===== src/rtl/regfile_write_arbiter.sv =====
// Round-robin arbiter sharing the single RegFile write port among NUM_REQ writers,
// with a registered write stage and a pending-write scoreboard for RAW hazard detection.
module regfile_write_arbiter #(
   parameter int unsigned NUM_REQ = 3,
   parameter int unsigned DATA_W  = 32,
   parameter int unsigned ADDR_W  = 5
) (
   input  logic                        clk,
   input  logic                        rst,
   input  logic [NUM_REQ-1:0]          req_valid,
   input  logic [NUM_REQ*ADDR_W-1:0]   req_addr,
   input  logic [NUM_REQ*DATA_W-1:0]   req_data,
   output logic [NUM_REQ-1:0]          req_ready,
   output logic                        rf_we,
   output logic [ADDR_W-1:0]           rf_waddr,
   output logic [DATA_W-1:0]           rf_wdata,
   input  logic                        rsv_valid,
   input  logic [ADDR_W-1:0]           rsv_addr,
   input  logic [ADDR_W-1:0]           chk_addr1,
   input  logic [ADDR_W-1:0]           chk_addr2,
   output logic                        hazard1,
   output logic                        hazard2,
   output logic [(2**ADDR_W)-1:0]      pending
);

   localparam int unsigned PTR_W    = (NUM_REQ > 1) ? $clog2(NUM_REQ) : 1;
   localparam int unsigned NUM_REGS = 2**ADDR_W;
   localparam logic [PTR_W-1:0] LAST_IDX = PTR_W'(NUM_REQ - 1);

   logic [PTR_W-1:0]    rrPtr;
   logic [PTR_W-1:0]    grantIdx;
   logic                grantValid;
   logic [ADDR_W-1:0]   grantAddr;
   logic [DATA_W-1:0]   grantData;
   logic [NUM_REGS-1:0] pendingNext;

   // Search from rrPtr with wrap-around; first valid requester wins. No grants during reset.
   always_comb begin
      int unsigned idx;
      grantValid = 1'b0;
      grantIdx   = '0;
      idx        = 0;
      for (int unsigned k = 0; k < NUM_REQ; k++) begin
         idx = 32'(rrPtr) + k;
         if (idx >= NUM_REQ) idx = idx - NUM_REQ;
         if (!grantValid && req_valid[idx]) begin
            grantValid = 1'b1;
            grantIdx   = PTR_W'(idx);
         end
      end
      if (rst) grantValid = 1'b0;
   end

   always_comb begin
      req_ready = '0;
      if (grantValid) req_ready[grantIdx] = 1'b1;
   end

   always_comb begin
      grantAddr = '0;
      grantData = '0;
      for (int unsigned i = 0; i < NUM_REQ; i++) begin
         if (grantIdx == PTR_W'(i)) begin
            grantAddr = req_addr[i*ADDR_W +: ADDR_W];
            grantData = req_data[i*DATA_W +: DATA_W];
         end
      end
   end

   always_ff @(posedge clk) begin
      if (rst) begin
         rrPtr <= '0;
      end else if (grantValid) begin
         rrPtr <= (grantIdx == LAST_IDX) ? '0 : grantIdx + PTR_W'(1);
      end
   end

   // Write stage: R0 grants are consumed but never reach the RegFile.
   always_ff @(posedge clk) begin
      if (rst) begin
         rf_we    <= 1'b0;
         rf_waddr <= '0;
         rf_wdata <= '0;
      end else begin
         rf_we <= grantValid && (grantAddr != '0);
         if (grantValid && (grantAddr != '0)) begin
            rf_waddr <= grantAddr;
            rf_wdata <= grantData;
         end
      end
   end

   // Set after clear so a same-edge reservation of the committing register stays outstanding.
   always_comb begin
      pendingNext = pending;
      if (rf_we) pendingNext[rf_waddr] = 1'b0;
      if (rsv_valid && (rsv_addr != '0)) pendingNext[rsv_addr] = 1'b1;
      pendingNext[0] = 1'b0;
   end

   always_ff @(posedge clk) begin
      if (rst) pending <= '0;
      else     pending <= pendingNext;
   end

   // The write in the output stage is not yet visible in the RegFile, so it counts as outstanding.
   assign hazard1 = (chk_addr1 != '0) &&
                    (pending[chk_addr1] || (rf_we && (rf_waddr == chk_addr1)));
   assign hazard2 = (chk_addr2 != '0) &&
                    (pending[chk_addr2] || (rf_we && (rf_waddr == chk_addr2)));

endmodule


===== config.mk =====
export PLATFORM = sky130hd
export DESIGN_NAME = regfile_write_arbiter
export DESIGN_NICKNAME = d
export VERILOG_FILES = /design/src/rtl/regfile_write_arbiter.sv
export SDC_FILE = /design/constraint.sdc
export NUM_CORES = 1
export LEC_CHECK = 0
export CORE_MARGIN = 5
export CORE_UTILIZATION = 50
export CTS_CLUSTER_DIAMETER = 100
export CTS_CLUSTER_SIZE = 25
export DETAILED_ROUTE_END_ITERATION = 12
export DONT_BUFFER_PORTS = 1
export GPL_TIMING_DRIVEN = 0
export HOLD_SLACK_MARGIN = 0.1
export SETUP_SLACK_MARGIN = 0.05
export SLEW_MARGIN = 20
export SYNTH_ARGS = -nofsm -noshare
export SYNTH_HDL_FRONTEND = slang
export SYNTH_SLANG_ARGS = --single-unit

===== constraint.sdc =====
create_clock -name clk -period 4.74 [get_ports clk]
set_input_delay 0.948 -clock clk [delete_from_list [all_inputs] [get_ports clk]]
set_output_delay 0.948 -clock clk [all_outputs]
set_load 0.01 [all_outputs]

==> results.cfg <==
[status]
status = complete, no violations

[critical_path]
r2r_cells = 10
cp.required_ns = 3.79
cp-end-kind = output pin
critPathArrivalTime_ns = 3.25
reg2reg_slack_ns = 1.60
crit_fanout = 10
reg2reg_to = rf_wdata[20]
crit_type = flop to output pin
r2r_start = rrPtr[0]
start_kind = flop

[global_routing]
grt_pass1_wl_um = 21500
grt_max_degree = 13
gr-total-overflow = 0
globalRouteTotalUtil = 0.241
antenna_found_initial = 0
grt_pass1_vias = 4011

[floorplanning]
num_rows = 34
start_util = 0.513
dieArea_mm2 = 0.0109
die_h_um = 105
die_width_um = 105
num_io_pins = 207
coreArea_mm2 = 0.00872

[clock_network]
clk_latency_ns = 0.34
htreeDepth = 3
cts_buffer_depth = 2
cts_made_buffers = 9
clk_pin_slew_ns = 0.07
cts-root-buf = clkbuf_8
cts.sinks = 71
post_cts_buffers = 0
cts_tree = done
holdBufCountCts = 0

[placed_design]
pre_cts_ws_ns = 0.585
hpwl_um = 10800
place_inst = 609
postPlaceCellArea_mm2 = 0.00461
io_buffers = 0
gp_congestion = 0.876

[yosys]
synth_top_cell_by_area = dfxtp_1
synth-main-ff-cell = dfxtp_1
synth-compound-area-share = 0.163
synth_fa_ha_area_frac = 0.0112
synthMuxAreaShare = 0.267
synth_fp_nets = 637
syn_area_mm2 = 0.00448
synth_seq_cells = 71
netlist_top_cells_area = dfxtp_1 (32%), mux4_2 (9.1%), mux2i_1 (8.7%)
synth_top_family_by_area = multiplexers
synth_top_cell_area_share = 0.317
yosys_warnings = 0
syn_area_per_cell_um2 = 8.94
yosys.area_share.simple = 0.177
synth_xor_area_frac = 0.0196
ys_types = 43
syn_inst = 501
seq_area_frac_synth = 0.317
synth_edf_count = 0
synthArstFlopShare = 0

[timing]
period_needed_ns = 4.20
tightest_slew_ns = 1.03
rsz0062_at_grt = false
timing.final.crit_share = 0.885
fin_ws_ns = 0.544
hold_ws_ns = 0.525
slew_viol_final = 0
clock_skew_ns = 0.00477
relSlewSlack = 0.313
fin_tns_setup_ns = 0
setup_viol = 0
finalHoldViolCount = 0
fmax_mhz = 238

[cells_and_area]
drive_gt1_frac = 0.149
fillers = 820
area_delta_synth_final_pct = 7.88
fin_area_mm2 = 0.00483
final_cells = 624
final_nets = 648
antenna_cells = 0

[worst_hold_path]
min_from = rrPtr[1]
hp-class = flop to flop
min_to = rrPtr[1]
worst_hold_path.num_cells = 2

[power]
leakagePower_nw = 1.97
powerDensity_mw_per_mm2 = 553
vdd_drop_max_v = 0.000347

[drt]
vias = 3833
avgRoutedWirePerCell_um = 21.7
ant_nets = 0
post_drt_via_cell_ratio = 6.14
drtIter0Drc = 163
drc = 0
wirelength_um = 13600
first_pass_iters = 6

[run]
cap_violations = 0
## kinds of logic after synthesis
kind of cell / Yosys count
AO/OA/AOI/OAI: 129
XOR/XNOR: 10
buffers and inverters: 41
other: 1
flip-flops: 71
AND/OR/NAND/NOR: 159
multiplexers: 86
adder cells (fa/ha/maj): 4
## worst max path at each step
| stage | startpoint | end | slack, ns | cells after the start |
|---|---|---|---|---|
| finish | rrPtr[0] | req_ready[0] | 0.54 | 9 |
| global route | rrPtr[0] | req_ready[0] | 0.27 | 9 |
| CTS | rrPtr[0] | req_ready[0] | 0.23 | 9 |
| detailed placement | req_valid[2] | req_ready[0] | 0.59 | 6 |
| global placement | req_valid[2] | req_ready[0] | 0.63 | 6 |
| floorplan | chk_addr1[0] | hazard1 | 1.20 | 5 |
## worst max-delay path: stages, from the launching register on
cell and delay (ns):
dfxtp_1 0.37, inv_1 0.09, ha_1 0.38, inv_2 0.06, a32o_1 0.29, o32ai_2 0.52
clkbuf_1 0.40, buf_1 0.44, nand3_1 0.21, inv_1 0.15
## cell type report
class                      instances  area [um2]  area share
sequential                        71        1420       0.294
tap                              108         135      0.0280
buffer                            35         171      0.0355
inverter                           6        22.5     0.00466
multi-input combinational        389        2870       0.594
clock buffer                       9         124      0.0256
clock inverter                     6        86.3      0.0179
## report_power, final
group	switching [mW]	total (mW)	internal (mW)
Combinational	0.645	1.22	0.572
Clock	0.230	0.522	0.292
Sequential	0.186	0.933	0.747
Total	1.06	2.67	1.61
## synth_stat cells, types with 4 or more instances
master / n
nand3b_1: 5
a22o_1: 10
ha_1: 4
or4_1: 5
inv_1: 4
o21ai_0: 41
buf_1: 4
nor2_1: 48
mux4_2: 18
and3_1: 4
nand2_1: 45
nor3_1: 4
dfxtp_1: 71
xor2_1: 8
clkbuf_1: 25
mux2i_1: 39
a21oi_1: 70
mux2_2: 9
mux2_4: 20
nor2b_1: 30
nor3b_1: 5
## metrics by stage
step,power [mW],util
3_5_place_dp,2.17,0.529
4_1_cts,2.70,0.553
5_1_grt,2.85,0.554
6_report,2.67,0.554
2_1_floorplan,1.89,-
3_3_place_gp,2.14,0.529
## state kept, by name, summed over array words and instances, names as in the netlist
| name | flops |
|---|---|
| pending | 31 |
| rrPtr | 2 |
| rf_we | 1 |
| rf_waddr | 5 |
| rf_wdata | 32 |
## layout by cell type (no fill, tap or decap), drive strengths merged, types with 2 or more instances in the layout
master,instances
bufinv,2
or3b,2
or4,5
xor2,8
mux4,18
nand3,3
a21oi,71
dfxtp,71
mux2,29
xnor2,2
mux2i,39
buf,10
nand3b,5
nor2b,30
nor3,4
inv,6
ha,4
nor2,48
nand2,46
nand2b,2
and3,4
clkinv,3
clkbuf,34
o21ai,41
nor3b,5
nor4,2
a22o,10
## per-layer routing
| layer | track usage | part of all wire | vias up |
|---|---|---|---|
| met1 | 0.273 | 0.37 | 1813 |
| met4 | 0.0804 | 0.013 | 0 |
| li1 | - | - | 1812 |
| met2 | 0.431 | 0.52 | 195 |
| met5 | 0 | 0 | - |
| met3 | 0.0746 | 0.10 | 13 |
## repair_timing
item,4_1_cts,5_1_grt
endpoints found under the hold margin,0,0
gates resized for setup,0,1
endpoints found under the setup margin,0,1
Note: power is estimated with default switching activity, not from simulation.
